==> config.mk <==
export PLATFORM = sky130hd
export DESIGN_NAME = sync_fifo_param
export DESIGN_NICKNAME = d
export VERILOG_FILES = /design/src/rtl/fifo_pkg.sv /design/src/rtl/fifo_mem.sv /design/src/rtl/sync_fifo_param.sv
export SDC_FILE = /design/constraint.sdc
export NUM_CORES = 1
export LEC_CHECK = 0
export BUFFER_PORTS_ARGS = -buffer_cell sky130_fd_sc_hd__clkbuf_2
export CAP_MARGIN = 40
export CORE_MARGIN = 3
export CORE_UTILIZATION = 60
export DETAILED_ROUTE_END_ITERATION = 8
export PLACE_DENSITY = 0.82
export SLEW_MARGIN = 20
export SYNTH_ARGS = -nofsm -noshare
export SYNTH_HDL_FRONTEND = slang
export SYNTH_HIERARCHICAL = 1
export SYNTH_SLANG_ARGS = --single-unit
==> constraint.sdc <==
create_clock -name clk -period 5.5 [get_ports clk]
set_clock_uncertainty 0.2 [all_clocks]
set_input_delay 1.1 -clock clk [delete_from_list [all_inputs] [get_ports clk]]
set_output_delay 1.1 -clock clk [all_outputs]
set_load 0.02 [all_outputs]
==> src/rtl/fifo_pkg.sv <==
// Shared FIFO definitions: read-mode constants and address-width helper.
package fifo_pkg;

   localparam bit FIFO_STD  = 1'b0;
   localparam bit FIFO_FWFT = 1'b1;

   // Address width for a given depth; a depth below two still gets one address bit
   function automatic int unsigned addr_width(input int unsigned depth);
      return (depth < 2) ? 1 : $clog2(depth);
   endfunction

endpackage

==> src/rtl/fifo_mem.sv <==
// Storage array for the FIFO: synchronous write port, asynchronous read port.
module fifo_mem #(
   parameter int unsigned DATA_W = 8,
   parameter int unsigned DEPTH  = 16,
   parameter int unsigned ADDR_W = 4
) (
   input  logic              clk,
   input  logic              we,
   input  logic [ADDR_W-1:0] waddr,
   input  logic [DATA_W-1:0] wdata,
   input  logic [ADDR_W-1:0] raddr,
   output logic [DATA_W-1:0] rdata
);

   logic [DATA_W-1:0] mem_q [DEPTH];

   // Write port; contents are deliberately not reset
   always_ff @(posedge clk) begin
      if (we) begin
         mem_q[waddr] <= wdata;
      end
   end

   // Read port, combinational from the address
   assign rdata = mem_q[raddr];

endmodule

==> src/rtl/sync_fifo_param.sv <==
// Parametrised single-clock FIFO with optional first-word-fall-through read,
// occupancy count, almost-full/empty thresholds, flush and sticky error flags.
module sync_fifo_param
   import fifo_pkg::*;
#(
   parameter int unsigned DATA_W   = 8,
   parameter int unsigned DEPTH    = 16,
   parameter bit          FWFT     = FIFO_STD,
   parameter int unsigned AF_LEVEL = 12,
   parameter int unsigned AE_LEVEL = 4,
   localparam int unsigned ADDR_W  = addr_width(DEPTH),
   localparam int unsigned CNT_W   = ADDR_W + 1
) (
   input  logic              clk,
   input  logic              rst,
   input  logic              clr,
   input  logic              wr_en,
   input  logic [DATA_W-1:0] data_in,
   input  logic              rd_en,
   output logic [DATA_W-1:0] data_out,
   output logic              data_valid,
   output logic              fifo_full,
   output logic              fifo_empty,
   output logic              almost_full,
   output logic              almost_empty,
   output logic [CNT_W-1:0]  count,
   output logic              overflow,
   output logic              underflow
);

   logic [CNT_W-1:0]  wr_ptr_q, wr_ptr_d;
   logic [CNT_W-1:0]  rd_ptr_q, rd_ptr_d;
   logic [CNT_W-1:0]  count_q, count_d;
   logic              overflow_q, overflow_d;
   logic              underflow_q, underflow_d;
   logic [DATA_W-1:0] dout_q, dout_d;
   logic              dvalid_q, dvalid_d;

   logic              full_c;
   logic              empty_c;
   logic              wr_ok;
   logic              rd_ok;
   logic [DATA_W-1:0] rd_data;
   logic [DATA_W-1:0] fwft_data;

   // Status decoded from the registered occupancy
   assign full_c  = (count_q == CNT_W'(DEPTH));
   assign empty_c = (count_q == '0);

   // Accepted operations; flush takes priority over both requests
   assign wr_ok = wr_en & ~full_c  & ~clr;
   assign rd_ok = rd_en & ~empty_c & ~clr;

   fifo_mem #(
      .DATA_W (DATA_W),
      .DEPTH  (DEPTH),
      .ADDR_W (ADDR_W)
   ) u_mem (
      .clk   (clk),
      .we    (wr_ok),
      .waddr (wr_ptr_q[ADDR_W-1:0]),
      .wdata (data_in),
      .raddr (rd_ptr_q[ADDR_W-1:0]),
      .rdata (rd_data)
   );

   // Next-state for pointers, occupancy, sticky errors and registered read data
   always_comb begin
      wr_ptr_d    = wr_ptr_q;
      rd_ptr_d    = rd_ptr_q;
      count_d     = count_q;
      overflow_d  = overflow_q;
      underflow_d = underflow_q;
      dout_d      = dout_q;
      dvalid_d    = 1'b0;

      if (clr) begin
         wr_ptr_d    = '0;
         rd_ptr_d    = '0;
         count_d     = '0;
         overflow_d  = 1'b0;
         underflow_d = 1'b0;
      end else begin
         if (wr_en && full_c) begin
            overflow_d = 1'b1;
         end
         if (rd_en && empty_c) begin
            underflow_d = 1'b1;
         end
         if (wr_ok) begin
            wr_ptr_d = wr_ptr_q + CNT_W'(1);
         end
         if (rd_ok) begin
            rd_ptr_d = rd_ptr_q + CNT_W'(1);
            dout_d   = rd_data;
            dvalid_d = 1'b1;
         end
         case ({wr_ok, rd_ok})
            2'b10:   count_d = count_q + CNT_W'(1);
            2'b01:   count_d = count_q - CNT_W'(1);
            default: count_d = count_q;
         endcase
      end
   end

   // State registers
   always_ff @(posedge clk or negedge rst) begin
      if (!rst) begin
         wr_ptr_q    <= '0;
         rd_ptr_q    <= '0;
         count_q     <= '0;
         overflow_q  <= 1'b0;
         underflow_q <= 1'b0;
         dout_q      <= '0;
         dvalid_q    <= 1'b0;
      end else begin
         wr_ptr_q    <= wr_ptr_d;
         rd_ptr_q    <= rd_ptr_d;
         count_q     <= count_d;
         overflow_q  <= overflow_d;
         underflow_q <= underflow_d;
         dout_q      <= dout_d;
         dvalid_q    <= dvalid_d;
      end
   end

   // Fall-through head word, forced to zero while nothing is stored
   assign fwft_data = empty_c ? '0 : rd_data;

   assign data_out     = (FWFT == FIFO_FWFT) ? fwft_data : dout_q;
   assign data_valid   = (FWFT == FIFO_FWFT) ? ~empty_c  : dvalid_q;
   assign fifo_full    = full_c;
   assign fifo_empty   = empty_c;
   assign almost_full  = (count_q >= CNT_W'(AF_LEVEL));
   assign almost_empty = (count_q <= CNT_W'(AE_LEVEL));
   assign count        = count_q;
   assign overflow     = overflow_q;
   assign underflow    = underflow_q;

endmodule
==> results.md, run 1 <==
* RSZ-0062 raised after global routing: no
* Total gr overflow at 0
* Initial Utilization at 63.2%
* Status: completed
* First-pass GRT wire length at 20200 µm
* Largest family of logic cells by synthesized area: multiplexers
* Synth async-reset ratio at 15.8%
* DRT met1 WL at 4920 µm
* Critical path, cell by cell: nor4_4, a21oi_1, nor3_1, inv_1, fa_1, nand2b_1, a21oi_1, mux2_2, a31oi_1
* Total I/O pin count at 33
* Synth Area in Compound Gates at 4.81%
* Setup Viol. Count Final at 0
* IO buf count at 32
* Post-Synth Simple-Gate Area at 5.71%
* Synthesized-area fraction occupied by adder cells at 1.31%
* Row Count at 36
* Worst Path Buf+Inv at 1
* Mapped Area at 6310 µm²
* Clk_lat worst skew at 0.52 ns
* Utilization after layout at 71.4%
* Setup TNS at 0 ns
* Flop pwr share at 43.4%
* Worst vdd ir at 0.000366 V
* Switching Power at 0.000905 W
* Final WL at 13000 µm
* Static Leak at 2.51 nW
* WP depth at 9
* Met2 wire length at 6600 µm
* Hold path depth at 2
* Worst Path Required at 5.74 ns
* CP Data Arrival Time at 3.80 ns
* Post-DR vias/cell at 6.52
* Final Max Tran Viols at 0
* Initial antenna violation count at 0
* Relative slew slack at 44.1%
* CTS resizes at 0
* Register area share after synthesis at 70.4%
* Least-Margin Pin Slew at 0.835 ns
* Share of layout cells above drive strength 1 at 25.6%
* DR top layer: met4
* Min cycle time layout at 3.56 ns
* Post-synth net total at 363
* Critical path fanouts, max at 9
* CTS Hold Bufs at 0
* Metal3 WL at 1170 µm
* Final period util at 64.8%
* DRT antenna net count at 0
* CTS Root Cell: clkbuf_8
* DRC at 0
* Number of global-route vias before repair at 3400
* Post-synthesis mux area share at 15.0%
* Starting DRT DRC Count at 487
* Comb pwr share at 22.8%
* Hold WC Path Type: reg2reg
* Clock tree from TritonCTS: built
* Gr usage total at 24.3%
* Crit path max-delay family: simple AND/OR/NAND/NOR gates
* Number of cells produced by synthesis at 344
* Total of max-cap violations at 0
* Critical path class: reg2reg
* Count of state elements after synthesis at 152
* Clock share of power at 33.8%
* H-tree Lvls at 4
* HPWL Detailed at 7970 µm
* Post-synth EDFFs at 128
* Final-stage net count at 405
* Synth warn at 6
* N_diodes at 0
* Commonest non-fill, non-tap cell in the layout: edfxtp_1
* Worst setup EP type: register
* Largest net degree at the start of global routing at 36
* Mean Syn Cell Area at 18.4 µm²
* Clock-pin slew on the worst setup and hold paths at 0.06 ns
* Vias post-DR at 3468
* CORE AREA at 10000 µm²
* Fill count at 610
* Most frequent cells in the layout: 128 x edfxtp_1, 32 x clkbuf_2, 28 x nor2_1
* CTS buffer count at 17
* Dpl ws at 1.83 ns
* Hold Violations, Final at 0
* Die area at 11800 µm²
* Slowest-stage cell, CP: nor4_4
* Area growth from synthesis to layout at 13.0%
* Cell internal pwr at 0.00227 W
* Post-synth top flop: edfxtp_1
* Worst Setup Slack, final at 1.94 ns
* Synth unique cells at 45
* Post-CTS Repair Setup Buffers at 0
* Max Clock Freq at 0.281 GHz
* Sw Ratio at 28.5%
* R2r worst-path depth at 9
* GPL Wtd Cong at 0.842
* Clk sinks at 152
* DRT Pass-1 Iters at 6
* Xor/xnor share of the synthesized area at 0.832%
* Critical Path Max Stage Delay at 0.60 ns
* Pwr dens at 445 nW/µm²
* Top cell by count, worst path: a21oi_1
* CTS Buffer Depth at 2
* Die X at 109 µm
* Chip height at 109 µm
* Avg WL per Cell at 24.4 µm
* Startpoint types: register
## cells by family after synthesis
group,after synthesis
compound gates,44
xor+xnor,6
fa+ha+maj,6
buf+inv,20
flops,152
mux,45
simple gates,71
## layout make-up
cell class / count / area [µm²] / share of cell area, %
Multi-Input combinational cell: 172 / 1750 / 24.5
Sequential cell: 152 / 4450 / 62.3
Timing Repair Buffer: 38 / 198 / 2.77
Tap cell: 133 / 166 / 2.33
Inverter: 5 / 18.8 / 0.263
Clock buffer: 23 / 499 / 7.00
Clock inverter: 9 / 62.6 / 0.877
## cell usage after synthesis (2+ instances only)
cell	n	area (µm²)
edfxtp_1	128	3840
nor2_1	28	105
dfrtp_1	24	601
mux4_2	18	405
a22oi_1	16	120
mux4_1	14	368
nand2_1	11	41.3
a21oi_1	10	50.1
mux2_4	8	120
nor3_1	7	35.0
nand3_1	6	30.0
ha_1	5	62.6
inv_1	5	18.8
nand2b_1	5	31.3
o21ai_0	5	25.0
buf_2	4	20.0
clkbuf_1	4	15.0
buf_6	3	33.8
clkdlybuf4s25_2	3	30.0
mux2i_1	3	30.0
o211ai_1	3	22.5
xnor2_1	3	26.3
xor2_1	3	26.3
a211o_1	2	17.5
a211oi_1	2	15.0
a21o_1	2	15.0
and2_1	2	12.5
mux2_2	2	22.5
nand3b_1	2	15.0
## per-stage QoR
stage               instance area (µm²)  cells  power, W  hold slack, ns
floorplan                          6310    344   0.00193           0.346
finish                             7140    532   0.00317           0.306
global route                       7140    532   0.00332           0.331
global placement                   6560    497   0.00209           0.288
detailed placement                 6570    500   0.00212           0.297
CTS                                7140    532   0.00319           0.314
## final timing paths
kind                                           end                 start  slack, ns
setup / recovery              count[4]$_DFFE_PN0P_  count[1]$_DFFE_PN0P_       1.94
hold / removal                overflow$_DFFE_PN0P_  overflow$_DFFE_PN0P_       0.31
setup reg to reg              count[4]$_DFFE_PN0P_  count[1]$_DFFE_PN0P_       1.94
hold reg to reg               overflow$_DFFE_PN0P_  overflow$_DFFE_PN0P_       0.31
max in group asynchronous  rd_ptr_q[0]$_DFFE_PN0P_                   rst       4.28
min in group asynchronous     count[0]$_DFFE_PN0P_                   rst       0.38
## routing by layer
metal	vias to the layer above	GRT usage, %
li1	1468	-
met1	1759	32.4
met2	208	39.8
met3	33	7.22
met4	0	6.40
met5	-	0
## worst min-delay path: stages (launching register included)
cell and delay (ns):
dfrtp_1 0.35, a21oi_1 0.04, nor2_1 0.08
## sequential cells by signal, summed over array words and instances (netlist names)
signal and count:
wr_ptr_q 4, rd_ptr_q 4, overflow 1, data_out 8, data_valid 1, u_mem/mem_q 128, underflow 1, count 5
## power by group through the flow
stage,Sequential [W],Clock [W],Combinational [W]
final,0.00138,0.00107,0.000723
after global routing,0.00139,0.00115,0.000783
after CTS,0.00138,0.00108,0.000724
after detailed placement,0.00140,0,0.000717
after global placement,0.00140,0,0.000696
after floorplan,0.00145,0,0.000484
Note: power is estimated with default switching activity, not from simulation.
==> run 2, diff against run 1 <==
- ABC_AREA: not set -> 1
- CORE_UTILIZATION: 60 -> 55
- PLACE_DENSITY: 0.82 -> 0.79
- clock period: 5.5 -> 3 ns (I/O delays scaled with it)
==> run 2 against run 1 <==
  * Core utilization down 7.2 points
  * Critical path type unchanged
  * Via count up 40%
  * Highest routed layer unchanged
  * Area after synthesis up 8.6%
  * Die area up 17%
  * Sequential share of layout area down 5.1 points
  * Largest cell class unchanged
  * Largest power group unchanged
  * Cell area up 8.8%
  * First-iteration DRC count up 10%
  * Register-to-register slack worse by 1.6 ns
==> results.md, run 2 <==
* Status: completed
* CORE AREA at 12100 µm²
* Synth unique cells at 27
* Post-synth top flop: edfxtp_1
* CTS Hold Bufs at 1
* Number of global-route vias before repair at 4911
* Dpl ws at 0.314 ns
* Share of layout cells above drive strength 1 at 13.4%
* Post-synth net total at 706
* Startpoint types: register
* CTS Buffer Depth at 2
* DRC at 0
* Fill count at 954
* H-tree Lvls at 4
* Min cycle time layout at 2.67 ns
* Relative slew slack at 54.0%
* Commonest non-fill, non-tap cell in the layout: nand2_1
* Cell Area, Placed at 7190 µm²
* Clock tree from TritonCTS: built
* GPL Wtd Cong at 0.872
* Least-Margin Pin Slew at 0.689 ns
* Clk_lat worst skew at 0.43 ns
* Gr usage total at 23.7%
* CTS buffer count at 17
* Clock-pin slew on the worst setup and hold paths at 0.06 ns
* Setup Viol. Count Final at 0
* Register area share after synthesis at 64.8%
* Final std cells w/o fill at 914
* Top cell type's share of synthesized area at 56.0%
* Post-synth EDFFs at 128
* Final Max Tran Viols at 0
* Worst vdd ir at 0.000575 V
* Hold WC Path Type: in2reg
* Yosys top cell by area: edfxtp_1
* CTS resizes at 0
* Total I/O pin count at 33
* Hold Violations, Final at 0
* Commonest cells post-synth: 220 x nand2_1, 128 x edfxtp_1, 111 x inv_1
* Initial Utilization at 56.6%
* Total of max-cap violations at 0
* Largest net degree at the start of global routing at 69
* Ranking of synthesized cells by area: edfxtp_1 56%, nand2_1 12%, dfrtp_1 8.8%
* Setup TNS at 0 ns
* Post-CTS Repair Setup Buffers at 0
* Worst Path Required at 3.12 ns
* DRT antenna net count at 0
* Chip height at 118 µm
* Pwr dens at 836 nW/µm²
* RSZ-0062 raised after global routing: no
* Max Clock Freq at 0.375 GHz
* Mapped Area at 6860 µm²
* Synth async-reset ratio at 15.8%
* DRT Pass-1 Iters at 6
* Post-DR vias/cell at 5.33
* CTS Root Cell: clkbuf_16
* First-pass GRT wire length at 25000 µm
* Mean Syn Cell Area at 9.98 µm²
* WHS at 0.248 ns
* CP Data Arrival Time at 2.79 ns
* FF/Latch Area at 4450 µm²
* Total gr overflow at 0
* Most frequent cells in the layout: 220 x nand2_1, 128 x edfxtp_1, 111 x inv_1
* Count of state elements after synthesis at 152
* Worst setup EP type: register
* Row Count at 40
* IO buf count at 32
* Synth warn at 6
* Clk sinks at 152
* Static Leak at 3.48 nW
* Starting DRT DRC Count at 536
* Post-route design area at 7770 µm²
* N_diodes at 0
* Worst Setup Slack, final at 0.332 ns
* Largest register FFs at 128
* Vias post-DR at 4868
* Area growth from synthesis to layout at 13.2%
* Multi-input gate area at 1790 µm²
* Most frequent cell after synthesis: nand2_1
* Number of cells produced by synthesis at 687
* Final period util at 88.9%
* Die X at 118 µm
* Placed cell count at 881
* Register with the most flip-flops: u_mem/mem_q
* Critical path fanouts, max at 11
* Die area at 13800 µm²
* Avg WL per Cell at 17.1 µm
* Initial antenna violation count at 0
* Critical path class: reg2reg
* HPWL Detailed at 9620 µm
* Final WL at 15600 µm
* Final-stage net count at 752
run 2: metrics by stage:
stage                     power (W)  util [%]
after global placement      0.00440      59.4
after detailed placement    0.00445      59.4
final                       0.00649      64.1
after CTS                   0.00649      64.1
after floorplan             0.00396         -
after global routing        0.00679      64.1
run 2: cell families (layout without fill, tap and decap cells):
kind of cell    after synthesis  count (layout)  synth area share (%)
compound gates               18              18                  1.39
flops                       152             152                  64.8
fa+ha+maj                     6               6                  1.20
simple gates                367             367                  23.3
xor+xnor                      2               2                 0.255
buf+inv                     142             201                  9.05
run 2: final cells by class:
| type | count | area share, % |
|---|---|---|
| sequential | 152 | 57.2 |
| multi-input combinational | 393 | 23.1 |
| inverter | 116 | 5.61 |
| clock buffer | 18 | 5.53 |
| timing repair buffer | 53 | 4.12 |
| tap | 168 | 2.71 |
| clock inverter | 14 | 1.71 |
run 2: worst paths after layout:
| path | start | endpoint | slack, ns | depth (start not counted) |
|---|---|---|---|---|
| worst min-delay path | clr | underflow$_DFFE_PN0P_ | 0.25 | 2 |
| worst max-delay path | count[4]$_DFFE_PN0P_ | count[4]$_DFFE_PN0P_ | 0.33 | 15 |
| max in group asynchronous | rst | rd_ptr_q[0]$_DFFE_PN0P_ | 1.63 | 2 |
| min in group asynchronous | rst | wr_ptr_q[1]$_DFFE_PN0P_ | 0.53 | 2 |
| worst min register to register | data_out[0]$_DFFE_PN0P_ | data_out[0]$_DFFE_PN0P_ | 0.29 | 2 |
| worst max register to register | count[4]$_DFFE_PN0P_ | count[4]$_DFFE_PN0P_ | 0.33 | 15 |
run 2: worst max-delay path, stage by stage, from the launching register on:
cell      delay (ns)
dfrtp_1         0.48
inv_2           0.09
nand3_2         0.13
nand2_4         0.09
nor2_4          0.24
nand2_4         0.11
fa_1            0.43
nand3b_1        0.22
nand2_1         0.11
nand2_1         0.06
nand2_1         0.07
inv_1           0.05
nand2_1         0.07
nand2_1         0.06
nand2_1         0.07
nand2_1         0.06
run 2: routing by layer:
layer  part of all wire, %  wire length [µm]  track usage [%]
met2                    48              7540             38.5
met1                    42              6570             31.0
met3                   7.4              1150             5.48
met4                   2.3               366             9.82
met5                     0                 0                0
run 2: power breakdown:
part           total (W)  internal [W]  switching (W)  leakage [nW]
clock network    0.00204       0.00121       0.000831         0.272
logic            0.00188      0.000538        0.00134          1.74
registers        0.00257       0.00245       0.000126          1.47
total            0.00649       0.00420        0.00230          3.48
==> run 3, diff against run 2 <==
- CORE_UTILIZATION: 55 -> 60
- PLACE_DENSITY: 0.79 -> 0.82
- SYNTH_HIERARCHICAL: 1 -> not set
- clock period: 3 -> 3.2 ns (I/O delays scaled with it)
==> run 3 against run 2 <==
  * Setup slack improved by 0.38 ns
  * Non-clock buffer count decreased by 14
  * Flip-flop and latch count unchanged
==> results.md, run 3 <==
* Status: completed
* Met1 usage at 35.0%
* Top cell type's share of synthesized area at 61.3%
* Hold WC Path Type: in2reg
* Initial Utilization at 63.0%
* Setup TNS at 0 ns
* Total gr overflow at 0
* Flop pwr share at 42.7%
* HPWL Detailed at 8920 µm
* Pwr dens at 787 nW/µm²
* Largest register FFs at 128
* Count of state elements after synthesis at 152
* Dpl ws at 0.570 ns
* Final WL at 14100 µm
* Row Count at 36
* Fill count at 667
* Post-DR vias/cell at 6.20
* Cell internal pwr at 0.00365 W
* Register with the most flip-flops: u_mem.mem_q
* Post-synth net total at 525
* Final-stage net count at 556
* Synth unique cells at 31
* Register area share after synthesis at 70.9%
* Clock share of power at 31.0%
* Mean Syn Cell Area at 12.4 µm²
* Number of cells produced by synthesis at 505
* Most frequent cell after synthesis: edfxtp_1
* Post-synth top flop: edfxtp_1
* Worst setup EP type: register
* Clock tree from TritonCTS: built
* Gr usage total at 26.1%
* Min cycle time layout at 2.49 ns
* Hold Violations, Final at 0
* GPL Wtd Cong at 0.939
* IO buf count at 32
* CTS Root Cell: clkbuf_8
* Max Clock Freq at 0.402 GHz
* Crit path max-delay family: simple AND/OR/NAND/NOR gates
* Initial antenna violation count at 0
* Synth async-reset ratio at 15.8%
* Commonest non-fill, non-tap cell in the layout: edfxtp_1
* CORE AREA at 9950 µm²
* Global routing usage on met3 at 7.28%
* Setup Viol. Count Final at 0
* Total I/O pin count at 33
* Worst Path Buf+Inv at 3
* Mapped Area at 6270 µm²
* CTS buffer count at 17
* Largest net degree at the start of global routing at 67
* Commonest cells post-synth: 128 x edfxtp_1, 89 x nor2_1, 75 x o21ai_0
* Clock-pin slew on the worst setup and hold paths at 0.06 ns
* Area growth from synthesis to layout at 13.0%
* Worst Setup Slack, final at 0.715 ns
* Critical path, cell by cell: inv_1, nand3_2, nand3_2, inv_2, nand2_1, nor2_1, nor2_2, ha_1, inv_1, nand2_2, nand3_2, nand3b_1, nand3_1, nand2_1
* Most frequent cells in the layout: 128 x edfxtp_1, 89 x nor2_1, 75 x o21ai_0
* Worst vdd ir at 0.000522 V
* Post-synth EDFFs at 128
* Chip height at 108 µm
* Vias post-DR at 4226
* Total of max-cap violations at 0
* N_diodes at 0
* Worst Path Required at 3.42 ns
* Final Max Tran Viols at 0
* DRC at 0
* Ranking of synthesized cells by area: edfxtp_1 61%, dfrtp_1 9.6%, o21ai_0 6.0%
* Busiest grt layer: met2
* Slowest-stage cell, CP: dfrtp_1
* Static Leak at 2.49 nW
* Switching Power at 0.00192 W
* Clk sinks at 152
* Startpoint types: register
* Post-route design area at 7080 µm²
* Final period util at 77.7%
* Least-Margin Pin Slew at 0.797 ns
* Comb pwr share at 26.3%
* Met2 usage at 41.4%
* CP Data Arrival Time at 2.71 ns
* Top cell by count, worst path: nand3_2
* DRT antenna net count at 0
* Share of layout cells above drive strength 1 at 15.1%
* CTS Buffer Depth at 2
* First-pass GRT wire length at 22300 µm
* Critical Path Max Stage Delay at 0.46 ns
* Relative slew slack at 46.7%
* Cell Area, Placed at 6520 µm²
* Yosys top cell by area: edfxtp_1
* H-tree Lvls at 4
* Die area at 11700 µm²
* Sw Ratio at 34.4%
* Critical path fanouts, max at 21
* Avg WL per Cell at 20.7 µm
* Die X at 108 µm
* Starting DRT DRC Count at 493
* Clk_lat worst skew at 0.53 ns
* Number of global-route vias before repair at 4154
* Critical path class: reg2reg
* RSZ-0062 raised after global routing: no
* Synth warn at 0
* DRT Pass-1 Iters at 6
run 3: changes by cell type after synthesis, moves of 5 or more:
cell      before  now
nand3_1      104   25
o21ai_1        6    1
inv_1        111   16
clkbuf_1       0   21
o211ai_1       0   11
o22ai_1        0   12
buf_4          5    0
buf_6          7    0
nor2_1        24   89
nand2_1      220   33
buf_2         13    5
o21a_1         1    8
o221ai_1       0   21
o21ai_0        3   75
run 3: worst reg2reg max path: stages, from the launching register on:
cell and delay, ns:
dfrtp_1 0.46, inv_1 0.11, nand3_2 0.13, nand3_2 0.15, inv_2 0.32, nand2_1 0.17
nor2_1 0.15, nor2_2 0.06, ha_1 0.18, inv_1 0.08, nand2_2 0.07, nand3_2 0.09
nand3b_1 0.08, nand3_1 0.09, nand2_1 0.05
run 3: final timing paths:
check                                           start                      end  slack [ns]  cells past startpoint
worst min-delay path                              clr    underflow$_DFFE_PN0P_        0.16                      2
min in group asynchronous                         rst  wr_ptr_q[3]$_DFFE_PN0P_        0.46                      2
max in group asynchronous                         rst  rd_ptr_q[0]$_DFFE_PN0P_        1.89                      2
worst max register to register   count[4]$_DFFE_PN0P_     count[4]$_DFFE_PN0P_        0.71                     14
worst min register to register  underflow$_DFFE_PN0P_    underflow$_DFFE_PN0P_        0.30                      2
worst max-delay path             count[4]$_DFFE_PN0P_     count[4]$_DFFE_PN0P_        0.71                     14
run 3: through the flow:
step / total power [W] / utilization, % / hold slack, ns / cells
after floorplan: 0.00336 / - / 0.144 / 505
after global placement: 0.00378 / 65.5 / 0.285 / 647
after detailed placement: 0.00383 / 65.5 / 0.297 / 647
after CTS: 0.00555 / 70.8 / 0.149 / 680
after global routing: 0.00582 / 71.1 / 0.168 / 682
final: 0.00557 / 71.1 / 0.160 / 682
run 3: layer usage:
metal | vias to the layer above | share of wire [%] | routed length [µm]
met2 | 205 | 50 | 7070
met3 | 36 | 8.7 | 1230
met1 | 2063 | 39 | 5510
li1 | 1922 | - | -
met5 | - | 0 | 0
met4 | 0 | 2.4 | 336
run 3: cell type report:
type | count | area [µm²] | area share (%)
clock buffer | 17 | 414 | 5.85
clock inverter | 15 | 105 | 1.48
inverter | 20 | 77.6 | 1.10
multi-input combinational | 306 | 1640 | 23.1
sequential | 152 | 4450 | 62.8
tap | 133 | 166 | 2.35
timing repair buffer | 39 | 235 | 3.32
run 3: power by group through the flow:
stage          clock network, W  logic (W)  registers, W
3_5_place_dp                  0    0.00141       0.00242
3_3_place_gp                  0    0.00138       0.00241
5_1_grt                 0.00183    0.00160       0.00239
6_report                0.00173    0.00146       0.00238
2_1_floorplan                 0   0.000864       0.00250
4_1_cts                 0.00174    0.00143       0.00238
run 3: timing repair:
| item | in CTS | in global routing |
|---|---|---|
| hold buffers | 1 | 0 |
| setup buffers | 0 | 0 |
| hold endpoints to repair | 24 | 0 |
| resized for setup | 0 | 0 |
run 3: cells by family after synthesis:
family                   share of synthesized area (%)
AO/OA/AOI/OAI                                     13.2
XOR/XNOR                                         0.140
buffers and inverters                             2.95
AND/OR/NAND/NOR                                   11.4
flip-flops                                        70.9
adder cells (fa/ha/maj)                           1.40
